<file path="config.mk">
export PLATFORM = sky130hd
export DESIGN_NAME = seven_seg_display_fsm
export DESIGN_NICKNAME = d
export VERILOG_FILES = /design/src/rtl/seven_seg_display_fsm_pkg.sv /design/src/rtl/seven_seg_display_fsm_bin2bcd.sv /design/src/rtl/seven_seg_display_fsm.sv
export SDC_FILE = /design/constraint.sdc
export NUM_CORES = 1
export LEC_CHECK = 0
export BUFFER_PORTS_ARGS = -buffer_cell sky130_fd_sc_hd__buf_2
export CORE_ASPECT_RATIO = 0.7
export CORE_UTILIZATION = 54
export CTS_BUF_LIST = sky130_fd_sc_hd__clkbuf_4 sky130_fd_sc_hd__clkbuf_8 sky130_fd_sc_hd__clkbuf_16
export CTS_CLUSTER_DIAMETER = 100
export DETAILED_ROUTE_END_ITERATION = 16
export PLACE_DENSITY = 0.76
export SYNTH_ARGS = -nofsm -noshare
export SYNTH_HDL_FRONTEND = slang
export SYNTH_HIERARCHICAL = 1
export SYNTH_SLANG_ARGS = --single-unit
</file>
<file path="constraint.sdc">
create_clock -name clock -period 2.75 [get_ports clock]
set_input_delay 0.825 -clock clock [delete_from_list [all_inputs] [get_ports clock]]
set_output_delay 0.825 -clock clock [all_outputs]
set_load 0.005 [all_outputs]
</file>
<file path="src/rtl/seven_seg_display_fsm_pkg.sv">
// seven_seg_pkg: shared format codes, converter states and segment decoding for the display driver
package seven_seg_pkg;
  localparam int NUM_DIGITS = 8;
  localparam logic [1:0] FMT_DEC = 2'd0;
  localparam logic [1:0] FMT_HEX = 2'd1;
  localparam logic [1:0] FMT_BCD = 2'd2;
  localparam logic [1:0] FMT_OFF = 2'd3;
  localparam logic [6:0] SEG_BLANK = 7'h7F;
  localparam logic [31:0] BCD_MAX = 32'd99_999_999;
  typedef enum logic [1:0] {CV_IDLE, CV_SHIFT, CV_LOAD} cv_state_t;
  function automatic logic [6:0] seg_of(input logic [3:0] d);
    case (d)
      4'h0: seg_of = 7'h40;
      4'h1: seg_of = 7'h79;
      4'h2: seg_of = 7'h24;
      4'h3: seg_of = 7'h30;
      4'h4: seg_of = 7'h19;
      4'h5: seg_of = 7'h12;
      4'h6: seg_of = 7'h02;
      4'h7: seg_of = 7'h78;
      4'h8: seg_of = 7'h00;
      4'h9: seg_of = 7'h10;
      4'hA: seg_of = 7'h08;
      4'hB: seg_of = 7'h03;
      4'hC: seg_of = 7'h46;
      4'hD: seg_of = 7'h21;
      4'hE: seg_of = 7'h06;
      default: seg_of = 7'h0E;
    endcase
  endfunction
endpackage

</file>
<file path="src/rtl/seven_seg_display_fsm_bin2bcd.sv">
// bin2bcd_seq: sequential double-dabble, 32-bit binary to 8 saturated BCD digits, result valid with o_done
module bin2bcd_seq
  import seven_seg_pkg::*;
(
  input  logic        clk,
  input  logic        rst,
  input  logic        i_start,
  input  logic [31:0] i_bin,
  output logic [31:0] o_bcd,
  output logic        o_busy,
  output logic        o_done
);
  cv_state_t r_state, w_next;
  logic [31:0] r_bin, r_work;
  logic [27:0] w_adj;
  logic [4:0]  r_cnt;
  // the top digit stays below 5 because the operand is saturated to 8 digits
  for (genvar d = 0; d < NUM_DIGITS - 1; d++) begin : g_adj
    assign w_adj[4*d +: 4] = r_work[4*d +: 4] >= 4'd5 ? r_work[4*d +: 4] + 4'd3 : r_work[4*d +: 4];
  end
  always_comb begin
    w_next = r_state;
    w_next = r_state == CV_IDLE  ? (i_start ? CV_SHIFT : CV_IDLE) :
             r_state == CV_SHIFT ? (&r_cnt ? CV_LOAD : CV_SHIFT) : CV_IDLE;
  end
  always_ff @(posedge clk) begin
    if (rst) r_state <= CV_IDLE;
    else r_state <= w_next;
  end
  always_ff @(posedge clk) begin
    if (rst) begin
      r_bin  <= '0;
      r_work <= '0;
      r_cnt  <= '0;
    end else if (r_state == CV_IDLE && i_start) begin
      r_bin  <= i_bin > BCD_MAX ? BCD_MAX : i_bin;
      r_work <= '0;
      r_cnt  <= '0;
    end else if (r_state == CV_SHIFT) begin
      r_work <= {r_work[30:28], w_adj, r_bin[31]};
      r_bin  <= {r_bin[30:0], 1'b0};
      r_cnt  <= r_cnt + 5'd1;
    end
  end
  assign o_bcd  = r_work;
  assign o_busy = r_state != CV_IDLE;
  assign o_done = r_state == CV_LOAD;
endmodule

</file>
<file path="src/rtl/seven_seg_display_fsm.sv">
// seven_seg_display_fsm: scans 8 common-anode digits, showing a value as decimal, hex, packed BCD or blank
module seven_seg_display_fsm
  import seven_seg_pkg::*;
#(
  parameter int DIGIT_PERIOD = 100000
) (
  input  logic        clock,
  input  logic        rst,
  input  logic [1:0]  display_number_format,
  input  logic [31:0] number_to_display,
  input  logic [7:0]  decimal_points,
  output logic [7:0]  cathode,
  output logic [7:0]  anode
);
  localparam int CW = $clog2(DIGIT_PERIOD);
  logic [CW-1:0] r_cnt;
  logic [2:0]    r_idx;
  logic [31:0]   r_bcd, w_bcd;
  logic [7:0]    r_anode, r_cathode;
  logic [3:0]    w_dnib, w_hnib;
  logic [6:0]    w_seg;
  logic          w_last, w_lz, w_busy, w_done;
  bin2bcd_seq u_bcd (
    .clk    (clock),
    .rst    (rst),
    .i_start(~w_busy),
    .i_bin  (number_to_display),
    .o_bcd  (w_bcd),
    .o_busy (w_busy),
    .o_done (w_done)
  );
  assign w_last = r_cnt == CW'(DIGIT_PERIOD - 1);
  assign w_dnib = r_bcd[{r_idx, 2'b00} +: 4];
  assign w_hnib = number_to_display[{r_idx, 2'b00} +: 4];
  // a digit is a leading zero when it and everything above it is zero; digit 0 always shows
  assign w_lz   = r_idx != 3'd0 && (r_bcd >> {r_idx, 2'b00}) == 32'd0;
  assign w_seg  = display_number_format == FMT_DEC ? (w_lz ? SEG_BLANK : seg_of(w_dnib)) :
                  display_number_format == FMT_HEX ? seg_of(w_hnib) :
                  display_number_format == FMT_BCD && w_hnib <= 4'd9 ? seg_of(w_hnib) : SEG_BLANK;
  always_ff @(posedge clock) begin
    if (rst) begin
      r_cnt     <= '0;
      r_idx     <= '0;
      r_bcd     <= '0;
      r_anode   <= 8'hFF;
      r_cathode <= 8'hFF;
    end else begin
      r_cnt     <= w_last ? '0 : r_cnt + CW'(1);
      r_idx     <= r_idx + {2'b00, w_last};
      r_bcd     <= w_done ? w_bcd : r_bcd;
      r_anode   <= ~(8'd1 << r_idx);
      r_cathode <= display_number_format == FMT_OFF ? 8'hFF : {~decimal_points[r_idx], w_seg};
    end
  end
  assign anode   = r_anode;
  assign cathode = r_cathode;
endmodule

</file>
# Yosys cells after proc, flatten, opt, wreduce, memory -nomap -nowiden
# Memories as Yosys holds them, arrays and structs flattened.
# Index checks and enable logic that the tools add are counted.
# word_totals
memories,3
elab_cells,78
mem_bits_ro,336
output_inout_bits,16
reg_bits,139
# mem_list
name,depth,width,read_ports,rd_clocked_by_memory_dff,write_ports,line,rtl
(no name shown),16,7,1,0,0,seven_seg_display_fsm_pkg.sv:12,case (d)
(no name shown),16,7,1,0,0,seven_seg_display_fsm_pkg.sv:12,
(no name shown),16,7,1,0,0,seven_seg_display_fsm_pkg.sv:12,
# op_classes
eq_ne,6
addsub,10
reduce_logical,13
shift,4
bitwise_logic,3
n_mux,20
order_cmp,10
# ops
cell,n
$mux 32,3
$shiftx 32x6->4,2
$gt 32x27->1 const B,1
$logic_not 32->1,1
$shr 32x5->32,1
$add 4x2->4 const B,7
$ge 4x3->1 const B,7
$mux 4,7
$mux 7,4
$add 17x1->17 const B,1
$eq 17x17->1 const B,1
$not 8->8,1
$shl 1x3->8 const A,1
$eq 2x2->1 const B,3
$mux 2,3
$reduce_or 2->1,3
$add 5x1->5 const B,1
$reduce_and 5->1,1
$eq 2x1->1 const B,2
$le 4x4->1 const B,1
$logic_not 2->1,2
$lt 3x4->1 const B,1
$reduce_bool 2->1,2
$add 3x1->3,1
other kinds (5),9

# Depth between registers and ports, before layout
# Gate-level depths: netlist of the first run.
# depth
ltp_word,6
depth_mapped,12
mapped_depth_nobuf,10

# Hierarchy
# Netlist of the first run, hierarchy kept.
# modules_own_cells
mod,n_inst,seq_area_each_um2,area_each_um2,cells_per_inst
seven_seg_display_fsm,1,1361.3,3667.3,376
bin2bcd_seq,1,1421.4,3641.0,431

# Least setup slack after synthesis of the first run
# OpenSTA, ideal clock, no wires.
# synth_path
kind,input -> register
start,in number_to_display[24]
end,reg r_cathode[6] (netlist: cathode[6])
cell_stages,8
setup_time_ps,59
n_path_buf,0
slack_ps,6
t_required_ps,2691
arrival_ps,2685
cell_sequence,mux4_2 mux2_2 ha_1 inv_1 a21oi_1 o31ai_1 a31o_2 o22a_1
# synth_via
elab_chain_len,6
# synth_lines
item,line,rtl
"start, declared",seven_seg_display_fsm.sv:10,"input logic [31:0] number_to_display,"
$shiftx 32x6->4 (*),seven_seg_display_fsm.sv:34,"assign w_hnib = number_to_display[{r_idx, 2'b00} +: 4];"
$le 4x4->1,seven_seg_display_fsm.sv:39,display_number_format == FMT_BCD && w_hnib <= 4'd9 ? seg_of(w_hnib) : SEG_BLANK;
$logic_and 1x1->1,seven_seg_display_fsm.sv:39,
$mux 7,seven_seg_display_fsm.sv:39,
$mux 7 (*),seven_seg_display_fsm.sv:38,display_number_format == FMT_HEX ? seg_of(w_hnib) :
$mux 7 (*),seven_seg_display_fsm.sv:37,assign w_seg = display_number_format == FMT_DEC ? (w_lz ? SEG_BLANK : seg_of(w_dnib)) :
"end signal, assigned",seven_seg_display_fsm.sv:52,"r_cathode <= display_number_format == FMT_OFF ? 8'hFF : {~decimal_points[r_idx], w_seg};"
"end, declared",seven_seg_display_fsm.sv:19,"logic [7:0] r_anode, r_cathode;"
# Every way passes the cells marked *; elsewhere a longest branch is shown, timed or not.
# A chain may end at the register's enable or synchronous reset.

# Worst setup path in the final report of the first run
# layout_path
start,reg r_idx[1]
end,reg r_cathode[1] (netlist: cathode[1])
# layout_via
elab_chain_len,6
# layout_lines
item,line,rtl
"start, declared",seven_seg_display_fsm.sv:17,logic [2:0] r_idx;
"start signal, assigned",seven_seg_display_fsm.sv:49,"r_idx <= r_idx + {2'b00, w_last};"
$shiftx 32x6->4,seven_seg_display_fsm.sv:34,
$le 4x4->1,seven_seg_display_fsm.sv:39,
$logic_and 1x1->1,seven_seg_display_fsm.sv:39,
$mux 7,seven_seg_display_fsm.sv:39,
$mux 7,seven_seg_display_fsm.sv:38,
$mux 7 (*),seven_seg_display_fsm.sv:37,
# Marks and branches as above.

==> flow_summary.json, run 1 <==
{
  "status": "completed",
  "vias": 6143,
  "required_ns": 3.09,
  "route.detailed.wl_per_inst_um": 15.8,
  "netlist_instances": 807,
  "htree_levels": 4,
  "drive_gt1_frac": 0.202,
  "ys_seq_elements": 139,
  "gp_congestion": 0.896,
  "cp_max_fo": 17,
  "start_util": 0.554,
  "rsz0062_at_grt": "no",
  "hold_viol": 0,
  "worst_pin_slew_ns": 0.868,
  "die_w_um": 141,
  "place_ws_ns": -0.0661,
  "mostFrequentLayoutCell": "dfxtp_1",
  "cap_viol_max_count": 0,
  "cts_made_buffers": 17,
  "internal_power_uw": 3720,
  "port_buffers": 59,
  "slowest_delay_ns": 0.53,
  "clock-sinks": 139,
  "insertedDiodeCount": 0,
  "leakage_uw": 0.00324,
  "start_kind": "flop",
  "gr-total-overflow": 0,
  "grt_max_degree": 43,
  "syn_nets": 882,
  "syn_area_per_cell_um2": 9.06,
  "power_density_nw_per_um2": 575,
  "path_clk_slew_ns": 0.06,
  "report.final.setup_viol": 0,
  "synth-main-ff-cell": "dfxtp_1",
  "critPathCaptureType": "flop",
  "p_comb_frac": 0.104,
  "synth.cell_area_um2": 7310,
  "fmax_ghz": 0.390,
  "final_antenna_net_count": 0,
  "fin_util": 0.652,
  "first_pass_iters": 5,
  "drtIter0Drc": 444,
  "swShare": 0.247,
  "synth_top_area_cell": "dfxtp_1",
  "ios": 60,
  "place_hpwl_mm": 11.8,
  "die_y_um": 99.3,
  "stdcell_count": 1078,
  "fin_worst_skew_ns": 0.00940,
  "critical_path_arrival_ns": 2.90,
  "path_class": "flop to flop",
  "drc_errors": 0,
  "yosysSeqAreaShare": 0.381,
  "setup_tns_ns": 0,
  "cts_tree": "done",
  "slew_headroom": 0.421,
  "ys_top_cells_by_area": "dfxtp_1 (38%), mux2i_1 (7.7%), ha_1 (5.3%)",
  "synth_edf_count": 0,
  "finalCritPeriodShare": 0.932,
  "clockBufferDepth": 2,
  "num-nets-final": 955,
  "critical_path.slowest_cell": "mux4_2",
  "ys_types": 63,
  "antenna_found_initial": 0,
  "period_minus_slack_ns": 2.56,
  "insertion_delay_ns": 0.41,
  "hold-worst-slack_ns": 0.453,
  "core_um2": 13200,
  "layout_common_cells": "dfxtp_1 (139), nor2_1 (89), nand2_1 (81)",
  "path_buf_inv": 3,
  "area_growth_pct": 17.7,
  "maxSlewViolCount": 0,
  "ctsRootBufferMaster": "clkbuf_16",
  "die_area_um2": 14000,
  "dp_cells": 1045,
  "setup_ws_ns": 0.186,
  "synth_async_sr_flop_share": 0,
  "routed_wl_mm": 17.0,
  "worstHoldPathType": "flop to flop",
  "num_rows": 35,
  "synth_top_area_share": 0.381,
  "seq_power_share": 0.432,
  "path_cells": "buf_12 -> mux4_2 -> mux2_2 -> ha_1 -> inv_1 -> a21oi_1 -> o31ai_1 -> buf_4 -> a31oi_1 -> a2bb2oi_1",
  "track_usage": 0.258,
  "yosys_warnings": 6,
  "critPathTopFamily": "multiplexers",
  "p_sw_uw": 1220,
  "grt_pass1_wl_mm": 28.7,
  "first_global_vias": 5709,
  "ir_worst_vdd_v": 0.000477,
  "viasPerCell": 5.70,
  "power.share.clock": 0.465
}
-- final timing paths --
path	startpoint	end	slack, ns	cells after the start
worst max register to register	r_idx[1]	cathode[1]	0.19	10
worst min-delay path	r_cnt[0]	r_cnt[0]	0.45	1
worst max-delay path	r_idx[1]	cathode[1]	0.19	10
worst min register to register	r_cnt[0]	r_cnt[0]	0.45	1
-- registers in the layout, indices dropped and copies added, names as in the netlist --
signal / flops
u_bcd/r_cnt: 5
r_idx: 3
cathode: 8
r_cnt: 17
r_bcd: 32
anode: 8
u_bcd/r_bin: 32
u_bcd/r_state: 2
u_bcd/o_bcd: 32
-- final cells by class --
type,count,area (µm²)
fill,1053,4580
multi-input combinational,579,4180
sequential,139,2780
timing repair buffer,102,656
clock buffer,22,482
tap,185,231
inverter,41,154
clock inverter,10,115
-- Yosys cell counts, types with 10 or more instances --
master and instances:
dfxtp_1 139, nor2_1 89, nand2_1 81, mux2i_1 56, a21oi_1 48, inv_1 40, ha_1 31, nand3_1 24
or3_1 23, o21ai_0 20, xnor2_1 18, buf_2 15, clkbuf_1 15, nor3_1 13, xor2_1 13, a31oi_1 12
mux4_2 12, buf_1 11, a221oi_2 10, nand2b_1 10, nor2b_1 10, nor4_1 10
-- power by group through the flow --
stage               Sequential (µW)  Combinational (µW)  Clock, µW
detailed placement             2170                 504          0
floorplan                      2160                 342          0
global placement               2170                 497          0
global route                   2140                 562       2410
finish                         2130                 513       2300
CTS                            2130                 506       2340
-- metrics by stage --
stage	area (µm²)	total power (µW)
final	8600	4940
after global routing	8600	5120
after CTS	8580	4970
after detailed placement	7980	2680
after global placement	7980	2670
after floorplan	7310	2510
-- layer usage --
| layer | vias up | track usage | part of all wire |
|---|---|---|---|
| met5 | - | 0 | 0 |
| met1 | 2876 | 0.374 | 0.51 |
| met2 | 226 | 0.394 | 0.41 |
| li1 | 3025 | - | - |
| met4 | 0 | 0.0761 | 0.012 |
| met3 | 16 | 0.0448 | 0.068 |
-- timing repair --
action / CTS / global route
hold buffers: 0 / 0
setup endpoints to repair: 0 / 7
setup buffers: 0 / 1
resized for setup: 0 / 2
-- cells by family (layout without fill, tap and decap cells) --
kind of cell	Yosys count	after routing	synth area share
xor gates and xnor gates	31	31	0.0372
and+or+nand+nor	294	294	0.196
buffers and inverters	89	175	0.0531
DFF	139	139	0.381
adders and majority gates	31	31	0.0531
muxes	76	76	0.135
AOI/OAI and AO/OA	147	147	0.145
No activity file was read; power rests on OpenSTA's default activity.
==> run 2, diff against run 1 <==
Settings changed: CAP_MARGIN set to 20, PLACE_DENSITY 0.76 to 0.83, SETUP_SLACK_MARGIN set to 0.1.
==> run 2 against run 1 <==
  * Non-clock buffer count up 1
  * Fmax is 0.55% higher
  * First-iteration DRC count rose by 0.23%
  * Die area did not move
  * Register-to-register slack about the same
  * Via count rose by 1.1%
  * Clock skew up 0.00058 ns
  * Global-route usage is 0.16 points higher
  * Largest cell class unchanged
==> flow_summary.json, run 2 (synthesized netlist as in run 1, its figures left out) <==
{
  "route.detailed.wl_per_inst_um": 16.3,
  "swShare": 0.258,
  "placed_area_um2": 7960,
  "required_ns": 3.09,
  "gp_congestion": 0.950,
  "cp_max_fo": 7,
  "hold_viol": 0,
  "rr_worst_depth": 8,
  "leakage_uw": 0.00322,
  "die_area_um2": 14000,
  "regToRegSetupSlack_ns": 0.20,
  "mostFrequentLayoutCell": "dfxtp_1",
  "final_antenna_net_count": 0,
  "num_rows": 35,
  "place_ws_ns": -0.174,
  "clockBufferDepth": 2,
  "layout_common_cells": "dfxtp_1 (137), nor2_1 (89), nand2_1 (81)",
  "ios": 60,
  "internal_power_uw": 3640,
  "report.final.setup_viol": 0,
  "insertion_delay_ns": 0.42,
  "gr-total-overflow": 0,
  "drive_gt1_frac": 0.209,
  "crit_path_end": "cathode[4]",
  "drc_errors": 0,
  "power.share.clock": 0.459,
  "slew_headroom": 0.434,
  "finalCritPeriodShare": 0.927,
  "num-nets-final": 956,
  "first_global_vias": 5831,
  "grt_max_degree": 43,
  "crit_path_start": "r_idx[0]",
  "p_comb_frac": 0.106,
  "hold-worst-slack_ns": 0.450,
  "htree_levels": 4,
  "r2r_end": "cathode[4]",
  "fin_worst_skew_ns": 0.00998,
  "first_pass_iters": 6,
  "seq_power_share": 0.435,
  "routed_wl_mm": 17.5,
  "die_y_um": 99.3,
  "cts_made_buffers": 17,
  "power_density_nw_per_um2": 572,
  "viasPerCell": 5.76,
  "ir_worst_vdd_v": 0.000432,
  "fmax_ghz": 0.392,
  "insertedDiodeCount": 0,
  "vias": 6213,
  "die_w_um": 141,
  "ctsRootBufferMaster": "clkbuf_16",
  "p_sw_uw": 1260,
  "critical_path.slowest_cell": "mux4_2",
  "rsz0062_at_grt": "no",
  "worst_pin_slew_ns": 0.849,
  "cap_viol_max_count": 0,
  "place_hpwl_mm": 12.3,
  "track_usage": 0.260,
  "drtIter0Drc": 445,
  "start_util": 0.554,
  "area_growth_pct": 17.3,
  "path_class": "flop to flop",
  "core_um2": 13200,
  "final_area_um2": 8570,
  "clock-sinks": 139,
  "antenna_found_initial": 0,
  "setup_tns_ns": 0,
  "status": "completed",
  "setup_ws_ns": 0.200,
  "grt_pass1_wl_mm": 28.9,
  "cts_tree": "done",
  "start_kind": "flop",
  "r2r-start": "r_idx[0]",
  "slowest_delay_ns": 0.55,
  "path_cells": "buf_4 -> mux4_2 -> mux2i_4 -> ha_2 -> nand3_1 -> o41ai_4 -> buf_4 -> a2bb2oi_1",
  "worstHoldPathType": "flop to flop",
  "period_minus_slack_ns": 2.55,
  "port_buffers": 59,
  "critPathCaptureType": "flop",
  "critical_path_arrival_ns": 2.89,
  "path_clk_slew_ns": 0.06,
  "maxSlewViolCount": 0,
  "path_common_cell": "buf_4"
}
## run 2: cell types whose count changed in the layout (fill, tap and decap cells not counted), moves of 2 or more
| cell | before | now |
|---|---|---|
| inv_6 | 1 | 3 |
| clkbuf_8 | 3 | 0 |
| dfxtp_1 | 139 | 137 |
| buf_4 | 40 | 44 |
| clkinv_4 | 1 | 3 |
| buf_12 | 3 | 0 |
## run 2: per-layer routing
metal | GRT usage | routed length, µm | vias to the layer above
met5 | 0 | 0 | -
met4 | 0.0878 | 252 | 0
met1 | 0.355 | 8350 | 2922
li1 | - | - | 3022
met2 | 0.403 | 7640 | 239
met3 | 0.0650 | 1290 | 30
## run 2: worst min path at each step
stage | startpoint | endpoint | slack [ns] | cells after the start
after global placement | r_cnt[0] | r_cnt[0] | 0.43 | 1
after CTS | u_bcd/r_bin[31] | u_bcd/o_bcd[0] | 0.45 | 2
after floorplan | r_cnt[0] | r_cnt[0] | 0.42 | 1
after detailed placement | u_bcd/r_bin[30] | u_bcd/r_bin[31] | 0.44 | 2
final | u_bcd/r_bin[31] | u_bcd/o_bcd[0] | 0.45 | 2
after global routing | u_bcd/r_bin[28] | u_bcd/r_bin[29] | 0.48 | 2
## run 2: through the flow
stage	cells	total power [µW]	utilization
floorplan	807	2510	-
global placement	1044	2670	0.604
detailed placement	1044	2680	0.604
CTS	1076	4910	0.649
global route	1078	5070	0.650
finish	1078	4900	0.650
## run 2: timing repair
action / CTS / global route
pin swaps: 1 / 0
setup buffers: 1 / 2
endpoints found under the setup margin: 7 / 7
hold endpoints to repair: 0 / 0
gates resized for setup: 2 / 3
hold buffers: 0 / 0
## run 2: critical path, delay by kind of cell (launching register included)
kind	cells	cell delay (ns)
buffers and inverters	2	0.39
adders and majority gates	1	0.25
muxes	2	0.77
DFF	1	0.39
and+or+nand+nor	1	0.12
AOI/OAI and AO/OA	2	0.54
## run 2: power by group through the flow
stage | clock network [µW] | logic (µW) | registers, µW
2_1_floorplan | 0 | 344 | 2160
3_3_place_gp | 0 | 493 | 2170
3_5_place_dp | 0 | 508 | 2170
4_1_cts | 2260 | 513 | 2130
5_1_grt | 2370 | 564 | 2140
6_report | 2250 | 521 | 2130
## run 2: cell type report
type | instances | area (µm²)
Fill cell | 1013 | 4610
Timing Repair Buffer | 103 | 626
Sequential cell | 139 | 2790
Clock inverter | 13 | 145
Clock buffer | 18 | 433
Multi-Input combinational cell | 579 | 4200
Tap cell | 185 | 231
Inverter | 41 | 154
